==> src/rtl/noc_pkg.sv <==
// Shared types and helpers for the NoC virtual-channel input port.
package noc_pkg;

  localparam int FLIT_W_DEF = 16;
  localparam int NUM_VC_DEF = 2;

  // Index width that stays at least 1 bit wide for a single-VC port
  function automatic int vc_width(input int n);
    return (n > 1) ? $clog2(n) : 1;
  endfunction

  typedef logic [FLIT_W_DEF-1:0]             flit_t;
  typedef logic [vc_width(NUM_VC_DEF)-1:0]   vc_id_t;

  typedef struct packed {
    logic   valid;
    vc_id_t vc;
  } credit_t;

endpackage

==> src/rtl/noc_vc_fifo.sv <==
// Single-VC circular flit FIFO; push/pop arrive pre-qualified from the port.
module noc_vc_fifo #(
  parameter  int W     = 16,
  parameter  int DEPTH = 5,
  localparam int PW    = $clog2(DEPTH),
  localparam int CW    = $clog2(DEPTH + 1)
) (
  input  logic          clk,
  input  logic          rst_n,
  input  logic          push,
  input  logic          pop,
  input  logic [W-1:0]  din,
  output logic [W-1:0]  dout,
  output logic          empty,
  output logic          full,
  output logic [CW-1:0] count
);

  logic [DEPTH-1:0][W-1:0] mem_q;
  logic [PW-1:0]           rd_q, rd_d, wr_q, wr_d;
  logic [CW-1:0]           cnt_q, cnt_d;

  // DEPTH need not be a power of two, so wrap on an explicit compare
  function automatic logic [PW-1:0] nxt(input logic [PW-1:0] p);
    return (p == PW'(DEPTH - 1)) ? '0 : p + PW'(1);
  endfunction

  always_comb begin
    rd_d  = pop  ? nxt(rd_q) : rd_q;
    wr_d  = push ? nxt(wr_q) : wr_q;
    cnt_d = cnt_q;
    case ({push, pop})
      2'b10:   cnt_d = cnt_q + CW'(1);
      2'b01:   cnt_d = cnt_q - CW'(1);
      default: cnt_d = cnt_q;
    endcase
  end

  always_ff @(posedge clk or negedge rst_n) begin
    if (!rst_n) begin
      rd_q  <= '0;
      wr_q  <= '0;
      cnt_q <= '0;
    end else begin
      rd_q  <= rd_d;
      wr_q  <= wr_d;
      cnt_q <= cnt_d;
    end
  end

  always_ff @(posedge clk) begin
    if (push) mem_q[wr_q] <= din;
  end

  assign dout  = mem_q[rd_q];
  assign empty = (cnt_q == '0);
  assign full  = (cnt_q == CW'(DEPTH));
  assign count = cnt_q;

endmodule

==> src/rtl/noc_vc_input_port.sv <==
// Multi-VC router input port: per-VC FIFOs, head mux, credit return, sticky errors.
// Optional per-VC flit / drop counters when NOC_INPORT_STATS_EN is defined.
module noc_vc_input_port
  import noc_pkg::*;
#(
  parameter  int FLIT_W = FLIT_W_DEF,
  parameter  int DEPTH  = 5,
  parameter  int NUM_VC = NUM_VC_DEF,
  localparam int VC_W   = vc_width(NUM_VC),
  localparam int CW     = $clog2(DEPTH + 1)
) (
  input  logic              clk,
  input  logic              rst_n,
  input  logic [FLIT_W-1:0] data_i,
  input  logic [VC_W-1:0]   wr_vc_i,
  input  logic              write_en_i,
  input  logic [VC_W-1:0]   rd_vc_i,
  input  logic              shift_i,
  output logic [FLIT_W-1:0] data_o,
  output logic [NUM_VC-1:0] read_valid_o,
  output logic [NUM_VC-1:0] full_o,
  output logic              credit_o,
  output logic [VC_W-1:0]   credit_vc_o,
  output logic              ovf_err_o,
  output logic              udf_err_o
`ifdef NOC_INPORT_STATS_EN
  ,output logic [NUM_VC-1:0][31:0] flit_cnt_o
  ,output logic [31:0]             drop_cnt_o
`endif
);

  typedef struct packed {
    logic            valid;
    logic [VC_W-1:0] vc;
  } crd_t;

  logic [NUM_VC-1:0]             push_vec, pop_vec;
  logic [NUM_VC-1:0]             fifo_empty, fifo_full;
  logic [NUM_VC-1:0][FLIT_W-1:0] fifo_dout;
  logic [NUM_VC-1:0][CW-1:0]     fifo_cnt;
  logic                          rd_empty, push_drop, pop_miss;
  crd_t                          crd_q, crd_d;
  logic                          ovf_q, udf_q;

  generate
    for (genvar v = 0; v < NUM_VC; v++) begin : g_vc
      // Same-VC pop frees a slot this cycle, so a push at full is still legal
      assign pop_vec[v]  = shift_i && (rd_vc_i == VC_W'(v)) && !fifo_empty[v];
      assign push_vec[v] = write_en_i && (wr_vc_i == VC_W'(v)) &&
                           (!fifo_full[v] || pop_vec[v]);

      noc_vc_fifo #(.W(FLIT_W), .DEPTH(DEPTH)) u_fifo (
        .clk   (clk),
        .rst_n (rst_n),
        .push  (push_vec[v]),
        .pop   (pop_vec[v]),
        .din   (data_i),
        .dout  (fifo_dout[v]),
        .empty (fifo_empty[v]),
        .full  (fifo_full[v]),
        .count (fifo_cnt[v])
      );

      a_cnt_empty: assert property (@(posedge clk) disable iff (!rst_n)
        fifo_empty[v] == (fifo_cnt[v] == '0));
    end
  endgenerate

  // Out-of-range VC indices (non-power-of-two NUM_VC) read as empty
  always_comb begin
    data_o   = '0;
    rd_empty = 1'b1;
    for (int v = 0; v < NUM_VC; v++) begin
      if (rd_vc_i == VC_W'(v)) begin
        data_o   = fifo_dout[v];
        rd_empty = fifo_empty[v];
      end
    end
  end

  assign push_drop = write_en_i && !(|push_vec);
  assign pop_miss  = shift_i && rd_empty;

  always_comb begin
    crd_d       = crd_q;
    crd_d.valid = |pop_vec;
    if (|pop_vec) crd_d.vc = rd_vc_i;
  end

  always_ff @(posedge clk or negedge rst_n) begin
    if (!rst_n) begin
      crd_q <= '0;
      ovf_q <= 1'b0;
      udf_q <= 1'b0;
    end else begin
      crd_q <= crd_d;
      ovf_q <= ovf_q | push_drop;
      udf_q <= udf_q | pop_miss;
    end
  end

  assign read_valid_o = ~fifo_empty;
  assign full_o       = fifo_full;
  assign credit_o     = crd_q.valid;
  assign credit_vc_o  = crd_q.vc;
  assign ovf_err_o    = ovf_q;
  assign udf_err_o    = udf_q;

`ifdef NOC_INPORT_STATS_EN
  logic [NUM_VC-1:0][31:0] flit_cnt_q;
  logic [31:0]             drop_cnt_q;

  always_ff @(posedge clk or negedge rst_n) begin
    if (!rst_n) begin
      flit_cnt_q <= '0;
      drop_cnt_q <= '0;
    end else begin
      for (int v = 0; v < NUM_VC; v++)
        if (push_vec[v]) flit_cnt_q[v] <= flit_cnt_q[v] + 32'd1;
      if (push_drop && (drop_cnt_q != '1)) drop_cnt_q <= drop_cnt_q + 32'd1;
    end
  end

  assign flit_cnt_o = flit_cnt_q;
  assign drop_cnt_o = drop_cnt_q;
`endif

endmodule

==> config.mk <==
export PLATFORM = sky130hd
export DESIGN_NAME = noc_vc_input_port
export DESIGN_NICKNAME = d
export VERILOG_FILES = /design/src/rtl/noc_pkg.sv /design/src/rtl/noc_vc_fifo.sv /design/src/rtl/noc_vc_input_port.sv
export SDC_FILE = /design/constraint.sdc
export NUM_CORES = 1
export LEC_CHECK = 0
export BUFFER_PORTS_ARGS = -buffer_cell sky130_fd_sc_hd__buf_2
export CAP_MARGIN = 5
export CORE_UTILIZATION = 25
export DETAILED_ROUTE_END_ITERATION = 12
export MAX_ROUTING_LAYER = met4
export PLACE_DENSITY = 0.37
export SYNTH_ARGS = -nofsm -noshare
export SYNTH_HDL_FRONTEND = slang
export SYNTH_SLANG_ARGS = --single-unit
export TNS_END_PERCENT = 100
==> constraint.sdc <==
create_clock -name clk -period 2.9 [get_ports clk]
set_clock_uncertainty 0.2 [all_clocks]
set_input_delay 0.435 -clock clk [delete_from_list [all_inputs] [get_ports clk]]
set_output_delay 0.435 -clock clk [all_outputs]
set_load 0.05 [all_outputs]
* Yosys cells after proc, flatten, opt, wreduce, memory -nomap -nowiden
Cells that the tools add are included.
Operators by class: $add $sub $neg 8, reduce and logical (&&, ||, !) cells 25, magnitude comparators 6, eq/ne operators 10, bitwise gates (word level) 5, muxes and demuxes 18
Operators with widths (count):
- bitwise mux 80 bit | 2
- binary-select mux 16 bit (select 3 bit) | 2
- demux 16 bit (select 3 bit) | 2
- two-way mux 16 bit | 5
- adder 3 x 1 -> 3 bit, second input constant | 6
- == test 3 bit, second input constant | 6
- < comparator 3 x 4 -> 1 bit, second input constant | 4
- logical AND 1 bit | 12
- two-way mux 3 bit | 4
- one-hot mux 3 bit (2 select lines) | 2
- >= comparator 3 x 1 -> 1 bit, second input constant | 2
- logical NOT 3 bit | 2
- subtractor 3 x 1 -> 3 bit, second input constant | 2
- logical NOT 1 bit | 5
- == test 2 x 1 -> 1 bit, second input constant | 2
- == test 2 bit, second input constant | 2
- nonzero test 2 bit | 2
- OR reduction 2 bit | 2
- logical OR 1 bit | 2
- NOT 1 bit | 2
- NOT 2 bit | 1
- OR 1 bit | 2
- two-way mux 1 bit | 1
Word-level totals: logic and storage cells 92, register bits 182

* Depth between registers and ports, before layout
Gate-level depths: netlist (run 1).
depth after elaboration 9, depth in mapped cells 9, gate-level depth less buffers 9

* By module
A second synthesis (run 1) with hierarchy kept.
Second synthesis, totals: cells, all modules 457, area, all modules 7616.1 sq um
By module, submodules not included:
- noc_vc_fifo at g_vc[1].u_fifo | area each 3603.5 sq um, times used 1, cells an instance 209
- noc_vc_fifo at g_vc[0].u_fifo | area each 3601.0 sq um, times used 1, cells an instance 208
- noc_vc_input_port | area each 411.6 sq um, times used 1, cells an instance 40

* Worst setup path before layout (run 1)
Ideal clock, no wire load.
kind input to register, from input rd_vc_i, to register g_vc[1].u_fifo.mem_q[64] in the netlist's numbering (enable), slack -0.318 ns, arrival 2.582 ns, library setup time 0.436 ns, data required time 2.264 ns, cell stages on the path 4, cells stage by stage and2_1 o21bai_1 buf_2 nor4b_1
On the way: cells in the longest elaborated chain, start to end 4
Ends and longest elaborated chain:
- start, declared | RTL line noc_vc_input_port.sv:17 | input logic [VC_W-1:0] rd_vc_i,
- logical AND 1 bit (2 in a row) | RTL line noc_vc_input_port.sv:48 | assign pop_vec[v] = shift_i && (rd_vc_i == VC_W'(v)) && !fifo_empty[v];
- logical OR 1 bit | RTL line noc_vc_input_port.sv:50 | (!fifo_full[v] || pop_vec[v]);
- logical AND 1 bit | RTL line noc_vc_input_port.sv:49 | assign push_vec[v] = write_en_i && (wr_vc_i == VC_W'(v)) &&
- end signal, assigned by index | RTL line noc_vc_fifo.sv:52 | if (push) mem_q[wr_q] <= din;
- end, declared | RTL line noc_vc_fifo.sv:19 | logic [DEPTH-1:0][W-1:0] mem_q;
No other way between the ends. A chain may end at the register's enable or synchronous reset.

* Worst setup path in the final report (run 1)
from register g_vc[1].u_fifo.rd_q[0], to output data_o[13]
On the way: cells in the longest elaborated chain, start to end 3
Ends and longest elaborated chain:
- start, declared | RTL line noc_vc_fifo.sv:20 | logic [PW-1:0] rd_q, rd_d, wr_q, wr_d;
- start signal, assigned | RTL line noc_vc_fifo.sv:45 | rd_q <= rd_d;
- binary-select mux 16 bit (select 3 bit) | RTL line noc_vc_fifo.sv:55 | assign dout = mem_q[rd_q];
- two-way mux 16 bit (implied by the code) | RTL line noc_vc_fifo.sv:55
- two-way mux 16 bit | RTL line noc_vc_input_port.sv:74 | if (rd_vc_i == VC_W'(v)) begin
- end, declared | RTL line noc_vc_input_port.sv:19 | output logic [FLIT_W-1:0] data_o,
No other way between the ends. The select of a mux whose other input is x is not followed.

==> impl_metrics.env, run 1 <==
export IMPL_clk_pin_slew_ns=0.07
export IMPL_synthArstFlopShare_pct=12.1
export IMPL_root_buffer="clkbuf_16"
export IMPL_rows=63
export IMPL_crit_arrival_ns=2.14
export IMPL_synthCells=502
export IMPL_io_pins=46
export IMPL_vias_per_cell=4.45
export IMPL_yosysMostFrequentCell="edfxtp_1"
export IMPL_ys_seq_area_share_pct=70.4
export IMPL_drcViolationCount=0
export IMPL_clk_latency_ns=0.42
export IMPL_yosys_register_bits=182
export IMPL_place_ws_ns=0.328
export IMPL_grt_pass1_wl_mm=28.4
export IMPL_drt_pass1_iter_count=4
export IMPL_crit_path_start_kind="flip-flop"
export IMPL_ys_flop_type="edfxtp_1"
export IMPL_critPathMaxFanout=24
export IMPL_dieArea_mm2=0.0311
export IMPL_die_y_um=176
export IMPL_grt_total_usage_pct=13.0
export IMPL_synth_edff_count=160
export IMPL_synthTopCellsByArea="edfxtp_1 (63%), dfrtp_1 (7.2%), mux2_2 (4.7%)"
export IMPL_maxUsedRoutingLayer="met4"
export IMPL_yosys_warnings=0
export IMPL_drive_gt1_share_pct=27.5
export IMPL_setup_viol_count_final=0
export IMPL_fin_crit_ns=2.78
export IMPL_synthTopCellsByCount="edfxtp_1 (160), nand2_1 (52), mux2_2 (32)"
export IMPL_synth_top_area_share_pct=63.2
export IMPL_drt_wirelength_per_cell_um=18.9
export IMPL_end_kind="primary output"
export IMPL_status="finished clean"
export IMPL_die_x_um=176
export IMPL_p_per_area_mw_per_mm2=986
export IMPL_setup_slack_ns=0.125
export IMPL_vias=4363
export IMPL_placed_area_mm2=0.00850
export IMPL_power_w=0.00901
export IMPL_cts_htree_levels=4
export IMPL_critPathKind="reg -> out"
export IMPL_wl_mm=18.6
export IMPL_crit_required_ns=2.27
export IMPL_dp_hpwl_mm=12.2
export IMPL_ys_types=48
export IMPL_grt_pass1_vias=4539
export IMPL_leakagePower_nw=3.21
export IMPL_post_route_period_util_pct=95.7
export IMPL_avgSynthCellArea_um2=15.1
export IMPL_fin_tns_setup_ns=0
export IMPL_tritoncts="yes"
export IMPL_hold_slack_ns=0.0595
export IMPL_drv_cap=0
export IMPL_overflow=0
export IMPL_cts_made_buffers=17
export IMPL_clockBufferDepth=2
export IMPL_drt_iter0_markers=221
export IMPL_grt_max_degree=25
export IMPL_diodes=0
export IMPL_design_area_mm2=0.00914
export IMPL_yosysTopAreaCell="edfxtp_1"
export IMPL_io_buffers=45
export IMPL_rsz0062_at_grt="false"
export IMPL_antenna_found_initial=0
export IMPL_cts_sinks=182
export IMPL_antenna_left=0
export IMPL_syn_num_nets=536
export IMPL_synth_area_mm2=0.00760
export IMPL_wl_met3_um=544
export IMPL_ir_drop_uv=412
export IMPL_start_util_pct=25.5
export IMPL_fin_nets=611
export IMPL_holdCritPathClass="in -> reg"
export IMPL_dr_wl_met2_mm=9.07
export IMPL_core_area_mm2=0.0298
export IMPL_syn_to_final_growth_pct=20.2
export IMPL_fmax_ghz=0.360
export IMPL_relSlewSlack_pct=64.5
export IMPL_drt_met1_wl_mm=8.74
export IMPL_maxSlewViolCount=0
export IMPL_hold_violations=0
export IMPL_worst_pin_slew_ns=0.533
export IMPL_gp_congestion=0.711
[flip-flops by register name, indices dropped and copies added (netlist names)]
name / count
g_vc.u_fifo.count: 6
g_vc.u_fifo.mem_q: 160
g_vc.u_fifo.rd_q: 6
udf_err_o: 1
g_vc.u_fifo.wr_q: 6
credit_o: 1
credit_vc_o: 1
ovf_err_o: 1
[layout make-up]
type,count,area [um2]
well taps,390,488
multi-input cells,275,2090
flip-flops and latches,182,5360
repair buffers,82,538
clock inverters,12,153
fillers,2991,20700
inverters,19,71.3
clock buffers,20,437
[timing repair]
action / 4_1_cts / 5_1_grt
hold endpoints to repair: 22 / 0
setup endpoints to repair: 12 / 13
hold buffers: 1 / 0
resized for setup: 1 / 12
setup buffers: 0 / 2
pin swaps: 0 / 0
[path summary, 6_finish.rpt]
| check | slack, ns | cells past startpoint | to | start |
|---|---|---|---|---|
| worst max-delay path | 0.12 | 5 | data_o[13] | g_vc[1].u_fifo.rd_q[0]$_DFFE_PN0P_ |
| worst min-delay path | 0.06 | 2 | udf_err_o$_DFF_PN0_ | shift_i |
| worst max register to register | 0.52 | 9 | g_vc[1].u_fifo.count[2]$_DFFE_PN0P_ | g_vc[1].u_fifo.count[1]$_DFFE_PN0P_ |
| worst min register to register | 0.28 | 2 | credit_vc_o$_DFFE_PN0P_ | credit_vc_o$_DFFE_PN0P_ |
| max in group asynchronous | 1.78 | 2 | g_vc[0].u_fifo.rd_q[1]$_DFFE_PN0P_ | rst_n |
| min in group asynchronous | 0.32 | 2 | credit_o$_DFF_PN0_ | rst_n |
[power by group]
group / total, W / leakage, nW / internal, W / switching [W]
clock: 0.00235 / 0.280 / 0.00136 / 0.000986
combinational: 0.00321 / 1.22 / 0.00113 / 0.00207
sequential: 0.00346 / 1.71 / 0.00321 / 0.000255
[logic make-up after synthesis]
family / after synthesis / synth area share [%]
simple gates: 113 / 7.67
buf+inv: 45 / 3.11
mux: 53 / 7.64
fa+ha+maj: 12 / 2.17
xor+xnor: 6 / 0.691
flops: 182 / 70.4
compound gates: 91 / 8.29
[stage by stage]
step	utilization, %	cells
floorplan	-	502
global placement	28.5	945
detailed placement	28.5	945
CTS	30.5	978
global route	30.7	980
finish	30.7	980
[placed cells by master, fill, tap and decap left out, types with 3 or more instances in the layout]
| cell type | synthesis | final |
|---|---|---|
| nand3b_1 | 13 | 13 |
| clkbuf_16 | 0 | 17 |
| bufinv_16 | 0 | 3 |
| a21o_1 | 3 | 3 |
| a22o_1 | 12 | 12 |
| nor4_2 | 0 | 4 |
| nand2_1 | 52 | 52 |
| mux2i_1 | 19 | 19 |
| ha_1 | 10 | 10 |
| buf_4 | 5 | 36 |
| nand2b_1 | 10 | 10 |
| o21ai_0 | 26 | 26 |
| a32oi_1 | 11 | 11 |
| edfxtp_1 | 160 | 160 |
| clkbuf_1 | 7 | 3 |
| a21oi_1 | 15 | 15 |
| xor2_1 | 4 | 4 |
| dfrtp_2 | 0 | 3 |
| inv_1 | 18 | 18 |
| nand3_1 | 6 | 6 |
| a221oi_1 | 10 | 10 |
| nor2b_1 | 3 | 3 |
| dfrtp_1 | 22 | 19 |
| nor2_1 | 7 | 7 |
| buf_2 | 9 | 40 |
| a22oi_1 | 5 | 5 |
| nor3_2 | 1 | 5 |
| mux2_2 | 32 | 32 |
[critical path, cell delays in order (launching register included)]
cell     delay (ns)
dfrtp_2        0.43
buf_12         0.21
mux2_2         0.36
a22o_1         0.20
a221o_1        0.29
buf_2          0.23
[layer usage]
metal  GRT usage [%]  up-vias
met2            21.0       80
met5               -        -
met4            2.84        0
li1                -     2062
met1            16.7     2206
met3            2.71       15
Power figures use the tool's default switching activity.
==> run 2, diff against run 1 <==
- SETUP_SLACK_MARGIN: default -> 0.3
==> impl_metrics.env, run 2 (synthesis results as in run 1) <==
export IMPL_io_pins=46
export IMPL_die_x_um=176
export IMPL_grt_total_usage_pct=13.5
export IMPL_gp_congestion=0.692
export IMPL_root_buffer="clkbuf_16"
export IMPL_maxUsedRoutingLayer="met4"
export IMPL_core_area_mm2=0.0298
export IMPL_vias_per_cell=4.52
export IMPL_mostFrequentLayoutCell="edfxtp_1"
export IMPL_setup_slack_ns=0.184
export IMPL_wl_met3_um=507
export IMPL_dieArea_mm2=0.0311
export IMPL_fin_nets=615
export IMPL_fin_crit_ns=2.72
export IMPL_maxSlewViolCount=0
export IMPL_clk_latency_ns=0.43
export IMPL_grt_max_degree=23
export IMPL_layout_cells_non_filler=984
export IMPL_dp_hpwl_mm=12.5
export IMPL_largest_register="g_vc.u_fifo.mem_q"
export IMPL_final_cell_mix="edfxtp_1 (160), nand2_1 (52), buf_4 (35)"
export IMPL_clockBufferDepth=2
export IMPL_wl_mm=19.3
export IMPL_critPathMaxFanout=6
export IMPL_drive_gt1_share_pct=32.2
export IMPL_rsz0062_at_grt="true"
export IMPL_overflow=0
export IMPL_place_ws_ns=0.387
export IMPL_antenna_found_initial=0
export IMPL_die_y_um=176
export IMPL_rows=63
export IMPL_drcViolationCount=0
export IMPL_post_route_period_util_pct=93.7
export IMPL_r2r_slack_ns=0.53
export IMPL_grt_pass1_vias=4692
export IMPL_drt_iter0_markers=201
export IMPL_io_buffers=45
export IMPL_worst_pin_slew_ns=0.546
export IMPL_drt_pass1_iter_count=6
export IMPL_vias=4446
export IMPL_cts_sinks=182
export IMPL_fmax_ghz=0.368
export IMPL_leakagePower_nw=3.33
export IMPL_hold_violations=0
export IMPL_drt_met1_wl_mm=9.30
export IMPL_crit_path_start_kind="flip-flop"
export IMPL_start_util_pct=25.5
export IMPL_grt_pass1_wl_mm=29.4
export IMPL_drv_cap=0
export IMPL_crit_required_ns=2.27
export IMPL_ir_drop_uv=394
export IMPL_diodes=0
export IMPL_setup_viol_count_final=0
export IMPL_largest_reg_flops=160
export IMPL_syn_to_final_growth_pct=24.7
export IMPL_crit_arrival_ns=2.08
export IMPL_tritoncts="yes"
export IMPL_critPathKind="reg -> out"
export IMPL_cts_htree_levels=4
export IMPL_dr_wl_met2_mm=9.34
export IMPL_holdCritPathClass="in -> reg"
export IMPL_cts_made_buffers=17
export IMPL_drt_wirelength_per_cell_um=19.6
export IMPL_clk_pin_slew_ns=0.08
export IMPL_dpl_cell_count=947
export IMPL_status="finished clean"
export IMPL_antenna_left=0
export IMPL_end_kind="primary output"
export IMPL_p_per_area_mw_per_mm2=1010
export IMPL_relSlewSlack_pct=63.6
[run 2: cell count changes in the layout (fill, tap and decap cells not counted), sizes merged]
cell      previous run  this run
bufinv               3         1
buf                 79        85
clkinv               5         6
clkinvlp             2         1
clkbuf              22        17
inv                 21        26
[run 2: path summary, 6_finish.rpt]
kind / depth (start not counted) / endpoint / startpoint
hold reg to reg: 1 / udf_err_o$_DFF_PN0_ / udf_err_o$_DFF_PN0_
hold / removal: 2 / udf_err_o$_DFF_PN0_ / shift_i
max in group asynchronous: 2 / g_vc[0].u_fifo.rd_q[0]$_DFFE_PN0P_ / rst_n
min in group asynchronous: 2 / g_vc[0].u_fifo.count[0]$_DFFE_PN0P_ / rst_n
setup / recovery: 6 / data_o[13] / g_vc[1].u_fifo.rd_q[0]$_DFFE_PN0P_
setup reg to reg: 9 / g_vc[0].u_fifo.count[2]$_DFFE_PN0P_ / g_vc[0].u_fifo.count[0]$_DFFE_PN0P_
[run 2: final cells by class]
type / instances / area, um2
Fill cell: 2961 / 20300
Sequential cell: 182 / 5360
Multi-Input combinational cell: 275 / 2230
Timing Repair Buffer: 86 / 742
Tap cell: 390 / 488
Clock buffer: 17 / 425
Clock inverter: 15 / 165
Inverter: 19 / 71.3
[run 2: where the power goes]
group / total (W) / switching (W) / internal [W] / leakage [nW]
combinational: 0.00379 / 0.00229 / 0.00150 / 1.34
clock: 0.00231 / 0.00109 / 0.00123 / 0.288
sequential: 0.00345 / 0.000242 / 0.00321 / 1.70
[run 2: critical path, cell delays in order, from the launching register on]
cell     delay [ns]
dfrtp_2        0.42
buf_12         0.15
buf_12         0.14
mux2_4         0.29
a22o_1         0.18
a221o_1        0.30
buf_6          0.17
[run 2: per-layer routing]
layer,track usage (%),up-vias
met5,-,-
met4,3.02,0
met3,2.52,18
met2,22.0,76
met1,17.5,2279
li1,-,2073
[run 2: per-stage QoR]
step | total power, W | hold slack (ns) | area (um2) | setup TNS (ns) | utilization (%)
after floorplan | 0.00572 | -0.0606 | 7640 | -8.70 | -
after global placement | 0.00675 | 0.244 | 8520 | 0 | 28.6
after detailed placement | 0.00679 | 0.254 | 8520 | 0 | 28.6
after CTS | 0.00964 | 0.0105 | 9430 | 0 | 31.6
after global routing | 0.0101 | 0.0191 | 9480 | 0 | 31.8
final | 0.00955 | 0.0339 | 9480 | 0 | 31.8
[run 2: timing repair]
action,4_1_cts,5_1_grt
setup buffers,2,0
setup endpoints to repair,16,16
gates resized for setup,69,13
hold endpoints to repair,22,0
hold buffers,1,0
pin swaps,10,7
cloned,2,0
